--- src/rtl/wall_datapath_if.sv ---
// wall_datapath_if: controller strobes into the wall datapath and registered pixel bus out to the VGA adapter
interface wall_datapath_if;
   logic       ld_x;
   logic       ld_y;
   logic       ld_alu_out;
   logic       alu_select;
   logic       alu_op;
   logic       writeEn;
   logic       is_color;
   logic [7:0] x_out;
   logic [6:0] y_out;
   logic [2:0] colour_out;
   logic       plot;
   logic       frame_wrap;
   modport master (
      output ld_x, ld_y, ld_alu_out, alu_select, alu_op, writeEn, is_color,
      input  x_out, y_out, colour_out, plot, frame_wrap
   );
   modport slave (
      input  ld_x, ld_y, ld_alu_out, alu_select, alu_op, writeEn, is_color,
      output x_out, y_out, colour_out, plot, frame_wrap
   );
endinterface

--- src/rtl/wall_datapath.sv ---
// wall_datapath: wall column/row address registers, row-step ALU and one registered pixel per cycle
module wall_datapath #(
   parameter logic [7:0] X_BASE      = 8'd0,
   parameter int         NUM_COLS    = 5,
   parameter logic [6:0] Y_MAX       = 7'd119,
   parameter logic [2:0] WALL_COLOUR = 3'b111,
   parameter logic [2:0] BG_COLOUR   = 3'b000
) (
   input logic           clk,
   input logic           resetn,
   wall_datapath_if.slave bus
);
   localparam logic [2:0] LAST_COL = 3'(NUM_COLS - 1);
   logic [7:0] x_reg;
   logic [6:0] y_reg;
   logic [6:0] alu_out;
   logic [6:0] alu_res;
   logic [6:0] alu_nxt;
   logic [2:0] col;
   logic       step;
   logic       advance;
   logic       wrap;
   assign step    = bus.alu_select & bus.ld_alu_out;
   assign advance = bus.ld_x & bus.alu_select & ~bus.ld_alu_out;
   assign wrap    = advance & (col >= LAST_COL);
   // row-step ALU wrapping within 0..Y_MAX; alu_nxt is the value the result register holds after this edge
   always_comb begin
      alu_res = bus.alu_op ? ((y_reg == 7'd0) ? Y_MAX : y_reg - 7'd1)
                           : ((y_reg == Y_MAX) ? 7'd0 : y_reg + 7'd1);
      alu_nxt = bus.ld_alu_out ? alu_res : alu_out;
   end
   // column, row and ALU result registers
   always_ff @(posedge clk or negedge resetn) begin
      if (!resetn) begin
         x_reg   <= X_BASE;
         y_reg   <= 7'd0;
         alu_out <= 7'd0;
         col     <= 3'd0;
      end else begin
         alu_out <= alu_nxt;
         if (bus.ld_y) y_reg <= step ? alu_nxt : 7'd0;
         if (bus.ld_x) begin
            x_reg <= (!bus.alu_select || wrap) ? X_BASE : bus.ld_alu_out ? x_reg : x_reg + 8'd1;
            col   <= (!bus.alu_select || wrap) ? 3'd0 : bus.ld_alu_out ? col : col + 3'd1;
         end
      end
   end
   // pixel output stage captures the pre-update address every edge; plot alone qualifies it
   always_ff @(posedge clk or negedge resetn) begin
      if (!resetn) begin
         bus.x_out      <= 8'd0;
         bus.y_out      <= 7'd0;
         bus.colour_out <= 3'd0;
         bus.plot       <= 1'b0;
         bus.frame_wrap <= 1'b0;
      end else begin
         bus.x_out      <= x_reg;
         bus.y_out      <= y_reg;
         bus.colour_out <= bus.is_color ? WALL_COLOUR : BG_COLOUR;
         bus.plot       <= bus.writeEn;
         bus.frame_wrap <= wrap;
      end
   end
endmodule

--- src/flat_wrapper.sv ---
// flat-port wrapper written by rule: the top's interface ports become plain ports
module wall_datapath_flat 
#(
   parameter logic [7:0] X_BASE      = 8'd0,
   parameter int         NUM_COLS    = 5,
   parameter logic [6:0] Y_MAX       = 7'd119,
   parameter logic [2:0] WALL_COLOUR = 3'b111,
   parameter logic [2:0] BG_COLOUR   = 3'b000
)
  (clk, resetn, bus_ld_x, bus_ld_y, bus_ld_alu_out, bus_alu_select, bus_alu_op, bus_writeEn, bus_is_color, bus_x_out, bus_y_out, bus_colour_out, bus_plot, bus_frame_wrap);
  wall_datapath_if bus_i ();
  input logic clk;
  input logic resetn;
  input wire logic [$bits(bus_i.ld_x)-1:0] bus_ld_x;
  input wire logic [$bits(bus_i.ld_y)-1:0] bus_ld_y;
  input wire logic [$bits(bus_i.ld_alu_out)-1:0] bus_ld_alu_out;
  input wire logic [$bits(bus_i.alu_select)-1:0] bus_alu_select;
  input wire logic [$bits(bus_i.alu_op)-1:0] bus_alu_op;
  input wire logic [$bits(bus_i.writeEn)-1:0] bus_writeEn;
  input wire logic [$bits(bus_i.is_color)-1:0] bus_is_color;
  output wire logic [$bits(bus_i.x_out)-1:0] bus_x_out;
  output wire logic [$bits(bus_i.y_out)-1:0] bus_y_out;
  output wire logic [$bits(bus_i.colour_out)-1:0] bus_colour_out;
  output wire logic [$bits(bus_i.plot)-1:0] bus_plot;
  output wire logic [$bits(bus_i.frame_wrap)-1:0] bus_frame_wrap;
  assign bus_i.ld_x = bus_ld_x;
  assign bus_i.ld_y = bus_ld_y;
  assign bus_i.ld_alu_out = bus_ld_alu_out;
  assign bus_i.alu_select = bus_alu_select;
  assign bus_i.alu_op = bus_alu_op;
  assign bus_i.writeEn = bus_writeEn;
  assign bus_i.is_color = bus_is_color;
  assign bus_x_out = bus_i.x_out;
  assign bus_y_out = bus_i.y_out;
  assign bus_colour_out = bus_i.colour_out;
  assign bus_plot = bus_i.plot;
  assign bus_frame_wrap = bus_i.frame_wrap;
  wall_datapath #(.X_BASE(X_BASE), .NUM_COLS(NUM_COLS), .Y_MAX(Y_MAX), .WALL_COLOUR(WALL_COLOUR), .BG_COLOUR(BG_COLOUR)) u_core (.clk(clk), .resetn(resetn), .bus(bus_i));
endmodule
--- config.mk ---
export PLATFORM = sky130hd
export DESIGN_NAME = wall_datapath_flat
export DESIGN_NICKNAME = d
export VERILOG_FILES = /design/src/rtl/wall_datapath_if.sv /design/src/rtl/wall_datapath.sv /design/src/flat_wrapper.sv
export SDC_FILE = /design/constraint.sdc
export NUM_CORES = 1
export LEC_CHECK = 0
export CAP_MARGIN = 10
export CORE_ASPECT_RATIO = 0.8
export CORE_MARGIN = 1
export CORE_UTILIZATION = 55
export CTS_CLUSTER_SIZE = 28
export DETAILED_ROUTE_END_ITERATION = 8
export PLACE_DENSITY = 0.82
export SLEW_MARGIN = 20
export SYNTH_ARGS = -nofsm -noshare
export SYNTH_HDL_FRONTEND = slang
export SYNTH_SLANG_ARGS = --single-unit
export TNS_END_PERCENT = 50
--- constraint.sdc ---
create_clock -name clk -period 4.4 [get_ports clk]
set_input_delay 0.44 -clock clk [delete_from_list [all_inputs] [get_ports clk]]
set_output_delay 0.44 -clock clk [all_outputs]
set_load 0.005 [all_outputs]
==> metrics.md <==
| Metric | Value |
|---|---|
| Status | `finished, final reports clean` |
| Synthesized Nets | `171` |
| Die Height | `51.62 um` |
| Layout Nets | `about 200` |
| FF+latch count, synth | `37` |
| Top post-synthesis cells by area | `dfrtp_1 55%, ha_1 3.7%, o22ai_1 3.3%` |
| Clk_lat worst skew | `0.28 ns` |
| Fmax | `0.5238 GHz` |
| DRT iter0 DRCs | `79` |
| Share of the yosys chip area belonging to registers | `54.69%` |
| Routed WL per cell | `approximately 14 um` |
| Root buffer cell | `clkbuf_8` |
| Vias per cell | `5.725` |
| P_leak | `0.9174 nW` |
| Pins over their slew limit | `0` |
| CP max FO | `10` |
| CTS Buf Count | `5` |
| Setup TNS | `0 ns` |
| Placed wire-length estimate | `2200 um` |
| # diodes | `0` |
| Critical path class | `input port to flip-flop` |
| Fin crit share | `43.39%` |
| Mapped Cells | `157` |
| Clk_skew | `~0.0011 ns` |
| Synth warn | `0` |
| GR Layer Usage met2 | `between 30% and 40%` |
| Initial antenna violation count | `0` |
| Final instance area | `2079 sq um` |
| Power Density | `around 400 nW/um^2` |
| CTS resizes | `0` |
| Most area-hungry cell type in the Yosys netlist | `dfrtp_1` |
| Final number of hold-violating endpoints | `0` |
| Required time of the critical path | `4.61 ns` |
| Largest net degree at the start of global routing | `38` |
| Synth-to-layout area growth | `22.84%` |
| Overall routing resource usage | `21.97%` |
| M1 GR Usage | `roughly 29%` |
| RSZ-0062 raised after global routing | `false` |
| Post-DRT Antenna Nets | `0` |
| Crit. End Element | `flip-flop` |
| RD Place Congestion | `about 0.94` |
| Maximum clock path buffer count | `2` |
| HP Class | `flip-flop to flip-flop` |
| First-pass GRT wire length | `5313 um` |
| Worst vdd rail ir drop | `261.9 uV` |
| Htree depth | `2` |
| Grt total ovfl | `0` |
| Yosys top cell area share | `54.69%` |
| Worst-Margin Slew | `0.6046 ns` |
| DRC | `0` |
| DRT Pass-1 Iters | `4` |
| Rows | `17` |
| Arr. time, crit path | `2.12 ns` |
| Worst-path clk slew | `0.07 ns` |
| PortBufs | `28` |
| Met3 usage | `5.921%` |
| Hold buffer count at cts | `0` |
| Post-Syn Area per Cell | `roughly 11 sq um` |
| Setup-failing EPs final | `0` |
| Die X | `64.03 um` |
| Crit start category | `input port` |
| Unique masters post-synth | `38` |
| Post-CTS Setup Inserts | `0` |
| Mapped cell area | `1693 sq um` |
| Clock Sinks | `37` |
| Starting Density | `59.39%` |
| Placed inst area | `just under 2000 sq um` |
| I/O pins | `29` |
| Max-cap viol count | `0` |
| Via count | `1271` |
| Die footprint | `3305 sq um` |
| Slew margin rel. | `59.57%` |
| Vias in the first global route | `1180` |
| TritonCTS clock tree | `yes` |
| Drt total wl | `3170 um` |
| Final worst path period need | `1.909 ns` |
| Core region area | `2850 sq um` |
| Fraction of layout cells with a size suffix above 1 | `7.609%` |
| Global routing's busiest layer | `met2` |
==> cell usage in the layout, fill, tap and decap left out <==
cell | netlist | final
dfrtp_1 | 37 | 37
clkdlybuf4s50_1 | 0 | 28
nor2_1 | 12 | 12
inv_1 | 11 | 11
nand2_1 | 9 | 9
o22ai_1 | 9 | 9
a21oi_1 | 8 | 8
o21ai_0 | 6 | 6
clkbuf_8 | 0 | 6
ha_1 | 5 | 5
nor3_1 | 4 | 4
nand3_1 | 4 | 4
nor2b_1 | 4 | 4
xnor2_1 | 4 | 4
xor2_1 | 4 | 4
nand4_1 | 3 | 3
and3_1 | 3 | 3
a31oi_1 | 3 | 3
a32oi_1 | 2 | 2
or3_1 | 2 | 2
a22oi_1 | 2 | 2
nand2b_1 | 2 | 2
nor3_2 | 1 | 1
nor4_4 | 1 | 1
inv_2 | 1 | 1
a221oi_2 | 1 | 1
mux2i_1 | 1 | 1
o211ai_1 | 1 | 1
o2111ai_1 | 1 | 1
o41a_1 | 1 | 1
and2_1 | 1 | 1
o21a_1 | 1 | 1
nand4_4 | 1 | 1
o21bai_1 | 1 | 1
a41o_1 | 1 | 1
bufinv_16 | 0 | 1
clkinvlp_4 | 0 | 1
buf_4 | 4 | 1
==> Yosys cell counts <==
| cell | n |
|---|---|
| a21oi_1 | 8 |
| a221oi_2 | 1 |
| a22oi_1 | 2 |
| a31oi_1 | 3 |
| a32oi_1 | 2 |
| a41o_1 | 1 |
| and2_1 | 1 |
| and3_1 | 3 |
| buf_1 | 1 |
| buf_2 | 1 |
| buf_4 | 4 |
| buf_6 | 2 |
| clkbuf_1 | 2 |
| dfrtp_1 | 37 |
| ha_1 | 5 |
| inv_1 | 11 |
| inv_2 | 1 |
| mux2i_1 | 1 |
| nand2_1 | 9 |
| nand2b_1 | 2 |
| nand3_1 | 4 |
| nand4_1 | 3 |
| nand4_4 | 1 |
| nor2_1 | 12 |
| nor2b_1 | 4 |
| nor3_1 | 4 |
| nor3_2 | 1 |
| nor4_4 | 1 |
| o2111ai_1 | 1 |
| o211ai_1 | 1 |
| o21a_1 | 1 |
| o21ai_0 | 6 |
| o21bai_1 | 1 |
| o22ai_1 | 9 |
| o41a_1 | 1 |
| or3_1 | 2 |
| xnor2_1 | 4 |
| xor2_1 | 4 |
==> critical path, stage by stage <==
cell and delay, ns:
clkdlybuf4s50_1 0.58, nand2_1 0.15, and2_1 0.28, nand4_4 0.16
or3_1 0.37, a21oi_1 0.14
==> cell type report <==
type	instances	area, sq um
clock buffers	6	82.58
clock inverters	2	37.54
fillers	196	770.7
inverters	12	45.04
multi-input cells	98	653.1
flip-flops and latches	37	925.9
well taps	38	47.55
repair buffers	29	287.8
==> power breakdown <==
part / internal [W] / total [W] / switching, W
Sequential: 0.000368 / 0.000400 / 0.0000320
Clock: 0.000184 / 0.000300 / 0.000116
Combinational: 0.0000705 / 0.000138 / 0.0000672
Total: 0.000622 / 0.000837 / 0.000215
==> per-stage QoR <==
step	power, W	hold WS [ns]	util [%]	setup WS [ns]	instances
after detailed placement	0.0005418	0.3925	68.74	2.218	214
final	0.0008374	0.4081	72.96	2.491	222
after CTS	0.0008417	0.4096	72.96	2.506	222
after global placement	0.0005357	0.3833	68.74	2.303	214
after floorplan	0.0004868	0.1444	-	2.934	157
after global routing	0.0008756	0.4324	72.96	2.382	222
==> logic make-up (layout without fill, tap and decap cells) <==
kind of cell	count (synthesis)	in the layout	share of synthesized area (%)
DFF	37	37	54.69
xor gates and xnor gates	8	8	4.139
and+or+nand+nor	47	47	15.67
AOI/OAI and AO/OA	37	37	14.49
adders and majority gates	5	5	3.695
buffers and inverters	22	49	6.725
muxes	1	1	0.5913
==> layer usage <==
metal  part of all wire (%)  vias to the layer above
met4                    1.8                        0
met1                     45                      601
met3                    7.3                        9
met5                      0                        -
li1                       -                      600
met2                     45                       61
==> worst paths after layout <==
path	endpoint	cells after the start	from	slack, ns
worst min-delay path	u_core.bus.x_out[7]	0	u_core.x_reg[7]	0.41
max in group asynchronous	u_core.x_reg[4]	2	resetn	3.52
worst max-delay path	u_core.x_reg[7]	6	bus_ld_alu_out	2.49
min in group asynchronous	u_core.bus.y_out[5]	2	resetn	0.57
worst max register to register	u_core.y_reg[3]	6	u_core.y_reg[0]	2.58
worst min register to register	u_core.bus.x_out[7]	0	u_core.x_reg[7]	0.41
Power figures use the tool's default switching activity.
